==> src/rtl/shift_line.sv <==
// Parameterised bidirectional shift line with parallel load, a clamped tap select
// and a fill counter that reports when the selected tap holds written data.
module shift_line #(
    parameter int unsigned WIDTH = 8,
    parameter int unsigned DEPTH = 4,
    parameter int unsigned TW    = $clog2(DEPTH)
) (
    input  logic                     clk,
    input  logic                     reset,
    input  logic                     clear,
    input  logic                     en,
    input  logic [1:0]               mode,
    input  logic [WIDTH-1:0]         data_in,
    input  logic [WIDTH*DEPTH-1:0]   load_data,
    input  logic [TW-1:0]            tap_sel,
    output logic [WIDTH-1:0]         data_out,
    output logic [WIDTH-1:0]         last_out,
    output logic [WIDTH-1:0]         first_out,
    output logic [WIDTH*DEPTH-1:0]   par_out,
    output logic [TW:0]              fill_count,
    output logic                     primed
);

    localparam int unsigned LAST = DEPTH - 1;
    localparam logic [TW:0] FULL = (TW+1)'(DEPTH);

    localparam logic [1:0] MODE_HOLD = 2'b00;
    localparam logic [1:0] MODE_UP   = 2'b01;
    localparam logic [1:0] MODE_DOWN = 2'b10;
    localparam logic [1:0] MODE_LOAD = 2'b11;

    logic [WIDTH-1:0] stage_q [DEPTH];
    logic [WIDTH-1:0] stage_d [DEPTH];
    logic [TW:0]      fill_q;
    logic [TW:0]      fill_d;
    logic [TW-1:0]    tap_k;

    // Next-state: clear beats enable, enable gates every mode.
    always_comb begin
        for (int unsigned i = 0; i < DEPTH; i++) begin
            stage_d[i] = stage_q[i];
        end
        fill_d = fill_q;

        if (clear) begin
            for (int unsigned i = 0; i < DEPTH; i++) begin
                stage_d[i] = '0;
            end
            fill_d = '0;
        end else if (en) begin
            case (mode)
                MODE_UP: begin
                    stage_d[0] = data_in;
                    for (int unsigned i = 1; i < DEPTH; i++) begin
                        stage_d[i] = stage_q[i-1];
                    end
                    if (fill_q != FULL) begin
                        fill_d = fill_q + (TW+1)'(1);
                    end
                end
                MODE_DOWN: begin
                    stage_d[LAST] = data_in;
                    for (int unsigned i = 0; i < LAST; i++) begin
                        stage_d[i] = stage_q[i+1];
                    end
                    if (fill_q != FULL) begin
                        fill_d = fill_q + (TW+1)'(1);
                    end
                end
                MODE_LOAD: begin
                    for (int unsigned i = 0; i < DEPTH; i++) begin
                        stage_d[i] = load_data[i*WIDTH +: WIDTH];
                    end
                    fill_d = FULL;
                end
                MODE_HOLD: ;
                default: ;
            endcase
        end
    end

    always_ff @(posedge clk or negedge reset) begin
        if (!reset) begin
            for (int unsigned i = 0; i < DEPTH; i++) begin
                stage_q[i] <= '0;
            end
            fill_q <= '0;
        end else begin
            for (int unsigned i = 0; i < DEPTH; i++) begin
                stage_q[i] <= stage_d[i];
            end
            fill_q <= fill_d;
        end
    end

    // Out-of-range taps (non-power-of-2 DEPTH) clamp to the last stage.
    assign tap_k = (32'(tap_sel) > LAST) ? TW'(LAST) : tap_sel;

    assign data_out   = stage_q[tap_k];
    assign first_out  = stage_q[0];
    assign last_out   = stage_q[LAST];
    assign fill_count = fill_q;
    assign primed     = (fill_q > {1'b0, tap_k});

    always_comb begin
        par_out = '0;
        for (int unsigned i = 0; i < DEPTH; i++) begin
            par_out[i*WIDTH +: WIDTH] = stage_q[i];
        end
    end

endmodule

==> config.mk <==
export PLATFORM = sky130hd
export DESIGN_NAME = shift_line
export DESIGN_NICKNAME = d
export VERILOG_FILES = /design/src/rtl/shift_line.sv
export SDC_FILE = /design/constraint.sdc
export NUM_CORES = 1
export LEC_CHECK = 0
export BUFFER_PORTS_ARGS = -buffer_cell sky130_fd_sc_hd__buf_2
export CAP_MARGIN = 10
export CORE_MARGIN = 2
export CORE_UTILIZATION = 44
export DETAILED_ROUTE_END_ITERATION = 6
export PLACE_DENSITY_LB_ADDON = 0.2
export RECOVER_POWER = 100
export REMOVE_ABC_BUFFERS = 1
export SLEW_MARGIN = 40
export SYNTH_ARGS = -nofsm -noshare
export SYNTH_HDL_FRONTEND = slang
export SYNTH_SLANG_ARGS = --single-unit
==> constraint.sdc <==
create_clock -name clk -period 1.4 [get_ports clk]
set_input_delay 0.28 -clock clk [delete_from_list [all_inputs] [get_ports clk]]
set_output_delay 0.28 -clock clk [all_outputs]
set_load 0.01 [all_outputs]
==> qor.txt, run 1 <==
OUTCOME
----------------------------------------------------------------------------------
Result of the run                                                     finished, violations left
Violations in the final reports                                       negative setup slack

PLACED DESIGN
----------------------------------------------------------------------------------
Buffers added on ports                                                         107
Placement-stage cell area                                             0.00333 mm^2
Post-placement setup slack                                               -0.313 ns
RD Place Congestion                                                          0.814
Placed cell count                                                              434
Sum of net half-perimeters after detailed placement                        5.44 mm

SYNTHESIS
----------------------------------------------------------------------------------
Sequential element share of the synthesized area                             0.340
Distinct cells, synth                                                           29
Syn_area_per_cell                                                        10.3 um^2
Synthesized area                                                      0.00257 mm^2
Post-synthesis register bit count                                               35
Cell count after synthesis                                                     249
Count of synthesis-stage warnings from yosys                                     0

GRT
----------------------------------------------------------------------------------
Largest net degree at the start of global routing                               33
Antenna violations before repair                                                 0
GRT Max-Usage Layer                                                           met2
Fraction of met2 tracks used by global routing                               0.412
GRT Resource Usage Total                                                     0.259
Total congestion overflow after global routing                                   0
Number of global-route vias before repair                                     2570
First-pass GRT wire length                                                 13.0 mm
GRT met3 Usage                                                              0.0584
Met1 track demand over resource                                              0.355

CTS
----------------------------------------------------------------------------------
Number of H-tree branching levels                                                2
Clock latency on the worst-skew pair                                       0.29 ns
Num CTS Buffers                                                                  5
Clock tree from TritonCTS                                                     done
Maximum clock insertion buffer count                                             2
Clock tree root driver cell                                           sky130_fd_sc_hd__clkbuf_8
CTS clk-pin slew, worst paths                                              0.08 ns
CTS Sinks                                                                       35

FLOORPLAN
----------------------------------------------------------------------------------
Height of the die                                                          80.5 um
Number of standard-cell rows in the floorplan                                   27
Die X                                                                      80.5 um
Starting Density                                                             0.462
Core area                                                             0.00557 mm^2
Area enclosed by the die boundary                                     0.00648 mm^2
I/O pin count                                                                  108

STA
----------------------------------------------------------------------------------
Final setup violation count                                                     12
Aggregate negative setup slack                                            -1.79 ns
Final critical-path setup slack                                          -0.238 ns
Setup clock skew after layout                                           0.00512 ns
Shortest period the worst path allows                                      1.64 ns
Worst Max-Slew Pin Slew                                                   0.922 ns
Maximum clock frequency                                                    610 MHz
Hold Vio Cnt, Final                                                              0
Share of the clock period used by the worst path after layout                 1.17
Worst-case headroom to the max-slew limit                                    0.385
Final worst hold slack                                                    0.284 ns
Setup repair after global routing missed its margin                           true
Fin. max-slew vios                                                               0

FINISH
----------------------------------------------------------------------------------
Post-route standard cell area excluding fillers                       0.00355 mm^2
Commonest non-fill, non-tap cell in the layout                        sky130_fd_sc_hd__buf_2
Share of final-layout standard cells stronger than drive strength 1          0.500
Total of fill cells in the finished design                                     498
Util after Layout                                                            0.637
Most frequent cells in the layout                                     sky130_fd_sc_hd__buf_2, sky130_fd_sc_hd__buf_4, sky130_fd_sc_hd__dfrtp_1, sky130_fd_sc_hd__nand2_1, sky130_fd_sc_hd__clkbuf_1
Diodes inserted                                                                  0
Final non-filler cell total                                                    458
Count of nets after finishing                                                  440
Layout overhead on the synthesized area                                      37.8%

ROUTE
----------------------------------------------------------------------------------
Number of DRC violations after detailed routing                                  0
Via density per instance                                                      5.76
Routed vias                                                                   2638
Number of nets with antenna violations after routing                             0
DRT Wirelength                                                             8.10 mm
Drt pass-1 iters                                                                 4
Initial drt markers                                                            117
Wire length per cell                                                       17.7 um

WORST SETUP PATH
----------------------------------------------------------------------------------
Reg2reg path depth                                                               6
Data arrival, critical path                                                1.36 ns
Gate family responsible for the most delay along the worst path         flip-flops
Startpoint of the lowest-slack register-to-register path              fill_count[1]$_DFFE_PN0P_
Critical Path Source Type                                                     flop
Required @ worst endpoint                                                  1.12 ns
Slowest cell on crit path                                             sky130_fd_sc_hd__dfrtp_1
CP max FO                                                                        2
Critical path endpoint category                                        output port
CP max stage delay                                                         0.42 ns
Critical path type                                                      reg -> out
Destination of the worst register-to-register timing path             fill_count[1]$_DFFE_PN0P_
Critical Path, Cell by Cell                                           ha_4 > nor2b_1 > o21ai_1 > nand2b_1 > buf_2
WP buf/inv                                                                       1
R2r setup slk                                                             -0.05 ns

PWR
----------------------------------------------------------------------------------
Final Total Pwr                                                            3.17 mW
Lkg Pwr                                                                    1.59 nW
Power per unit of standard cell area                                   895 mW/mm^2
Maximum vdd drop                                                          0.513 mV

MIN PATH
----------------------------------------------------------------------------------
Hold Startpoint                                                         data_in[1]
Hold path cells                                                                  3
Sink of the worst hold path                                           first_out[1]$_DFFE_PN0P_
Hold Crit Class                                                          in -> reg

RUN
----------------------------------------------------------------------------------
Maximum Capacitance Violations                                                   0

per-layer routing:
| metal | vias to the layer above | part of all wire |
|---|---|---|
| met5 | - | 0 |
| met4 | 0 | 0.011 |
| met3 | 10 | 0.088 |
| met2 | 131 | 0.48 |
| met1 | 1275 | 0.42 |
| li1 | 1222 | - |
how the worst max path moves through the flow:
stage | startpoint | to | slack (ns) | depth (start not counted)
after floorplan | mode[0] | first_out[0]$_DFFE_PN0P_ | -0.77 | 4
after global placement | mode[0] | par_out[21]$_DFFE_PN0P_ | -0.27 | 6
after detailed placement | mode[0] | par_out[23]$_DFFE_PN0P_ | -0.31 | 6
after CTS | fill_count[1]$_DFFE_PN0P_ | primed | -0.29 | 5
after global routing | fill_count[1]$_DFFE_PN0P_ | primed | -0.30 | 5
final | fill_count[1]$_DFFE_PN0P_ | primed | -0.24 | 5
registers in the layout, summed over array words and instances, names as in the netlist:
register / flops
fill_count: 3
first_out: 8
last_out: 8
par_out: 16
Yosys cell counts:
library cell	count	area [um^2]
sky130_fd_sc_hd__dfrtp_1	35	876
sky130_fd_sc_hd__clkbuf_1	18	67.6
sky130_fd_sc_hd__nand3_1	1	5.00
sky130_fd_sc_hd__o21ai_0	1	5.00
sky130_fd_sc_hd__buf_6	6	67.6
sky130_fd_sc_hd__and2_4	1	8.76
sky130_fd_sc_hd__nand2_1	34	128
sky130_fd_sc_hd__nor2_2	1	6.26
sky130_fd_sc_hd__nand2b_1	3	18.8
sky130_fd_sc_hd__a311oi_2	30	450
sky130_fd_sc_hd__buf_2	5	25.0
sky130_fd_sc_hd__o21bai_1	1	7.51
sky130_fd_sc_hd__nand2b_4	1	13.8
sky130_fd_sc_hd__a311o_1	2	20.0
sky130_fd_sc_hd__or3_1	1	6.26
sky130_fd_sc_hd__mux4_2	8	180
sky130_fd_sc_hd__inv_1	5	18.8
sky130_fd_sc_hd__o21ai_1	1	5.00
sky130_fd_sc_hd__a311oi_1	2	17.5
sky130_fd_sc_hd__nand3b_1	1	7.51
sky130_fd_sc_hd__o41ai_1	1	8.76
sky130_fd_sc_hd__nor2_1	1	3.75
sky130_fd_sc_hd__nor2b_1	1	6.26
sky130_fd_sc_hd__nor4_1	1	6.26
sky130_fd_sc_hd__a22oi_1	32	240
sky130_fd_sc_hd__buf_4	16	120
sky130_fd_sc_hd__a21oi_1	32	160
sky130_fd_sc_hd__ha_1	7	87.6
sky130_fd_sc_hd__a211oi_1	1	7.51
report_power, final:
group          total, mW  internal [mW]  leakage (nW)  switching, mW
registers           1.14           1.10         0.466         0.0472
clock network      0.832          0.450        0.0515          0.383
logic               1.20          0.547          1.07          0.653
total               3.17           2.09          1.59           1.08
final cells by class:
type                            instances  area, um^2  share of cell area
Multi-Input combinational cell        165        1440               0.406
Timing Repair Buffer                  173        1020               0.288
Sequential cell                        35         876               0.247
Clock buffer                            8         100              0.0282
Tap cell                               72        90.1              0.0254
Inverter                                5        18.8             0.00529
timing repair:
item / 4_1_cts / 5_1_grt
buffers inserted: 7 / 7
pin swaps: 1 / 0
hold endpoints to repair: 14 / 0
hold buffers: 1 / 0
cloned: 0 / 1
resized for setup: 10 / 9
setup endpoints to repair: 10 / 43
cell families after synthesis:
kind of cell / after synthesis / share of synthesized area
AOI/OAI and AO/OA: 103 / 0.358
adders and majority gates: 7 / 0.0340
buffers and inverters: 50 / 0.116
DFF: 35 / 0.340
muxes: 8 / 0.0700
and+or+nand+nor: 46 / 0.0816
worst min-delay path, delay by kind of cell:
| family | cells | cell delay (ns) |
|---|---|---|
| buffers and inverters | 1 | 0.10 |
| AO/OA/AOI/OAI | 1 | 0.09 |
| AND/OR/NAND/NOR | 1 | 0.06 |
(Power assumes the default switching activity.)
==> inputs of run 2 (changes only) <==
==> constraint.sdc (replaced) <==
create_clock -name clk -period 1.4 [get_ports clk]
set_input_delay 0 -clock clk [delete_from_list [all_inputs] [get_ports clk]]
set_output_delay 0 -clock clk [all_outputs]
set_load 0.01 [all_outputs]
==> run 2 against run 1 <==
Compared with the run above: the run now ends clean; sequential share of layout area is 2.1 points higher; via count fell by 5.8%; clock skew rose by 0.0074 ns; cell count is 8.5% lower; global-route usage is 3.0 points lower; flip-flop and latch count unchanged; critical endpoint is now fill_count[1]$_DFFE_PN0P_.
==> qor.txt, run 2 (synthesized netlist as in run 1, its figures left out) <==
OUTCOME
----------------------------------------------------------------------------------
Result of the run                                                     finished, final reports clean

ROUTE
----------------------------------------------------------------------------------
Via density per instance                                                      5.93
Drt pass-1 iters                                                                 5
Initial drt markers                                                            127
Wire length per cell                                                       17.3 um
Number of nets with antenna violations after routing                             0
Routed vias                                                                   2486
DRT Wirelength                                                             7.26 mm
Number of DRC violations after detailed routing                                  0

STA
----------------------------------------------------------------------------------
Hold Vio Cnt, Final                                                              0
Worst Max-Slew Pin Slew                                                    1.00 ns
Fin. max-slew vios                                                               0
Aggregate negative setup slack                                                0 ns
Setup repair after global routing missed its margin                           true
Shortest period the worst path allows                                      1.38 ns
Final setup violation count                                                      0
Setup clock skew after layout                                            0.0125 ns
Share of the clock period used by the worst path after layout                0.989
Worst-case headroom to the max-slew limit                                    0.333
Maximum clock frequency                                                    722 MHz

WORST SETUP PATH
----------------------------------------------------------------------------------
CP max FO                                                                        3
Reg2reg path depth                                                               6
Data arrival, critical path                                                1.57 ns
Slowest cell on crit path                                             sky130_fd_sc_hd__dfrtp_1
Required @ worst endpoint                                                  1.58 ns
Critical path endpoint category                                               flop
Critical Path Source Type                                                     flop
Critical Path, Cell by Cell                                           buf_6 > inv_4 > ha_4 > nand3b_1 > a311o_1 > o41ai_2
Number of cells on the critical path                                             6
Critical path type                                                      reg -> reg
Gate family responsible for the most delay along the worst path       compound AO/OA/AOI/OAI gates
CP max stage delay                                                         0.42 ns
WP buf/inv                                                                       2

FLOORPLAN
----------------------------------------------------------------------------------
Number of standard-cell rows in the floorplan                                   27
I/O pin count                                                                  108
Die X                                                                      80.5 um
Height of the die                                                          80.5 um
Core area                                                             0.00557 mm^2
Area enclosed by the die boundary                                     0.00648 mm^2
Starting Density                                                             0.462

GRT
----------------------------------------------------------------------------------
Antenna violations before repair                                                 0
Number of global-route vias before repair                                     2205
Largest net degree at the start of global routing                               33
First-pass GRT wire length                                                 11.5 mm
Total congestion overflow after global routing                                   0
GRT Resource Usage Total                                                     0.229

CTS
----------------------------------------------------------------------------------
Clock tree root driver cell                                           sky130_fd_sc_hd__clkbuf_8
CTS clk-pin slew, worst paths                                              0.07 ns
Clock latency on the worst-skew pair                                       0.29 ns
Num CTS Buffers                                                                  5
Clock tree from TritonCTS                                                     done
Maximum clock insertion buffer count                                             2
CTS Sinks                                                                       35
Number of H-tree branching levels                                                2

PLACED DESIGN
----------------------------------------------------------------------------------
Buffers added on ports                                                         107
Sum of net half-perimeters after detailed placement                        4.93 mm
Placement-stage cell area                                             0.00307 mm^2
RD Place Congestion                                                          0.779

PWR
----------------------------------------------------------------------------------
Total internal power                                                       1.94 mW
Part of the total power dissipated in combinational logic                    0.326
Switching part of the total                                                  0.349
Lkg Pwr                                                                    1.43 nW
Maximum vdd drop                                                          0.427 mV
Power per unit of standard cell area                                   908 mW/mm^2
Switching power summed over all nets                                       1.04 mW
Fraction of power consumed by the clock network                              0.268
Flop pwr share                                                               0.406

FINISH
----------------------------------------------------------------------------------
Count of nets after finishing                                                  401
Most frequent cells in the layout                                     sky130_fd_sc_hd__buf_2, sky130_fd_sc_hd__nand2_1, sky130_fd_sc_hd__dfrtp_1, sky130_fd_sc_hd__a22oi_1, sky130_fd_sc_hd__a21oi_1
Commonest non-fill, non-tap cell in the layout                        sky130_fd_sc_hd__buf_2
Util after Layout                                                            0.589
Diodes inserted                                                                  0
Largest register FFs                                                            16
Share of final-layout standard cells stronger than drive strength 1          0.481
Layout overhead on the synthesized area                                      27.4%
Post-route standard cell area excluding fillers                       0.00328 mm^2

RUN
----------------------------------------------------------------------------------
Maximum Capacitance Violations                                                   0

MIN PATH
----------------------------------------------------------------------------------
Hold path cells                                                                  3
Hold Crit Class                                                          in -> reg

## run 2: layout make-up
type	instances	area, um^2
well taps	72	90.1
flip-flops and latches	35	878
multi-input cells	164	1430
clock inverters	1	8.76
clock buffers	7	86.3
fillers	524	2290
inverters	5	21.3
repair buffers	135	763
## run 2: per-layer routing
metal	vias to the layer above	global-route usage	wire length (um)
met5	-	0	0
met4	0	0.0508	27
met3	2	0.0438	730
met2	157	0.344	3310
met1	1187	0.341	3190
li1	1140	-	-
## run 2: path summary, 6_finish.rpt
check | slack (ns) | startpoint | end
setup / recovery | 0.02 | fill_count[1]$_DFFE_PN0P_ | fill_count[1]$_DFFE_PN0P_
hold / removal | 0.005 | data_in[5] | first_out[5]$_DFFE_PN0P_
setup reg to reg | 0.02 | fill_count[1]$_DFFE_PN0P_ | fill_count[1]$_DFFE_PN0P_
hold reg to reg | 0.62 | first_out[0]$_DFFE_PN0P_ | par_out[8]$_DFFE_PN0P_
max in group asynchronous | 0.34 | reset | par_out[11]$_DFFE_PN0P_
min in group asynchronous | 0.39 | reset | last_out[7]$_DFFE_PN0P_
## run 2: power groups by stage
stage               Clock, mW  Sequential [mW]  Combinational [mW]
finish                  0.798             1.21               0.970
global route            0.862             1.23                1.06
CTS                     0.801             1.21               0.950
detailed placement          0             1.23               0.939
global placement            0             1.22               0.929
floorplan                   0             1.27               0.441
## run 2: what timing repair did
action | CTS | global route
endpoints found under the setup margin | 1 | 6
hold endpoints to repair | 37 | 0
buffers inserted | 1 | 7
hold buffers | 3 | 0
resized for setup | 1 | 11
pin swaps | 0 | 1
## run 2: worst min-delay path, cell delays in order
cell,delay [ns]
sky130_fd_sc_hd__buf_2,0.10
sky130_fd_sc_hd__nand2_1,0.06
sky130_fd_sc_hd__a311oi_2,0.09
## run 2: through the flow
stage | setup WS, ns | hold WS, ns | cells | total power [mW]
floorplan | -0.492 | -0.296 | 204 | 1.71
global placement | -0.0297 | -0.0519 | 400 | 2.15
detailed placement | -0.0681 | -0.0499 | 400 | 2.17
CTS | -0.00301 | 0.000155 | 412 | 2.96
global route | -0.0413 | 0.00320 | 419 | 3.15
finish | 0.0156 | 0.00469 | 419 | 2.98
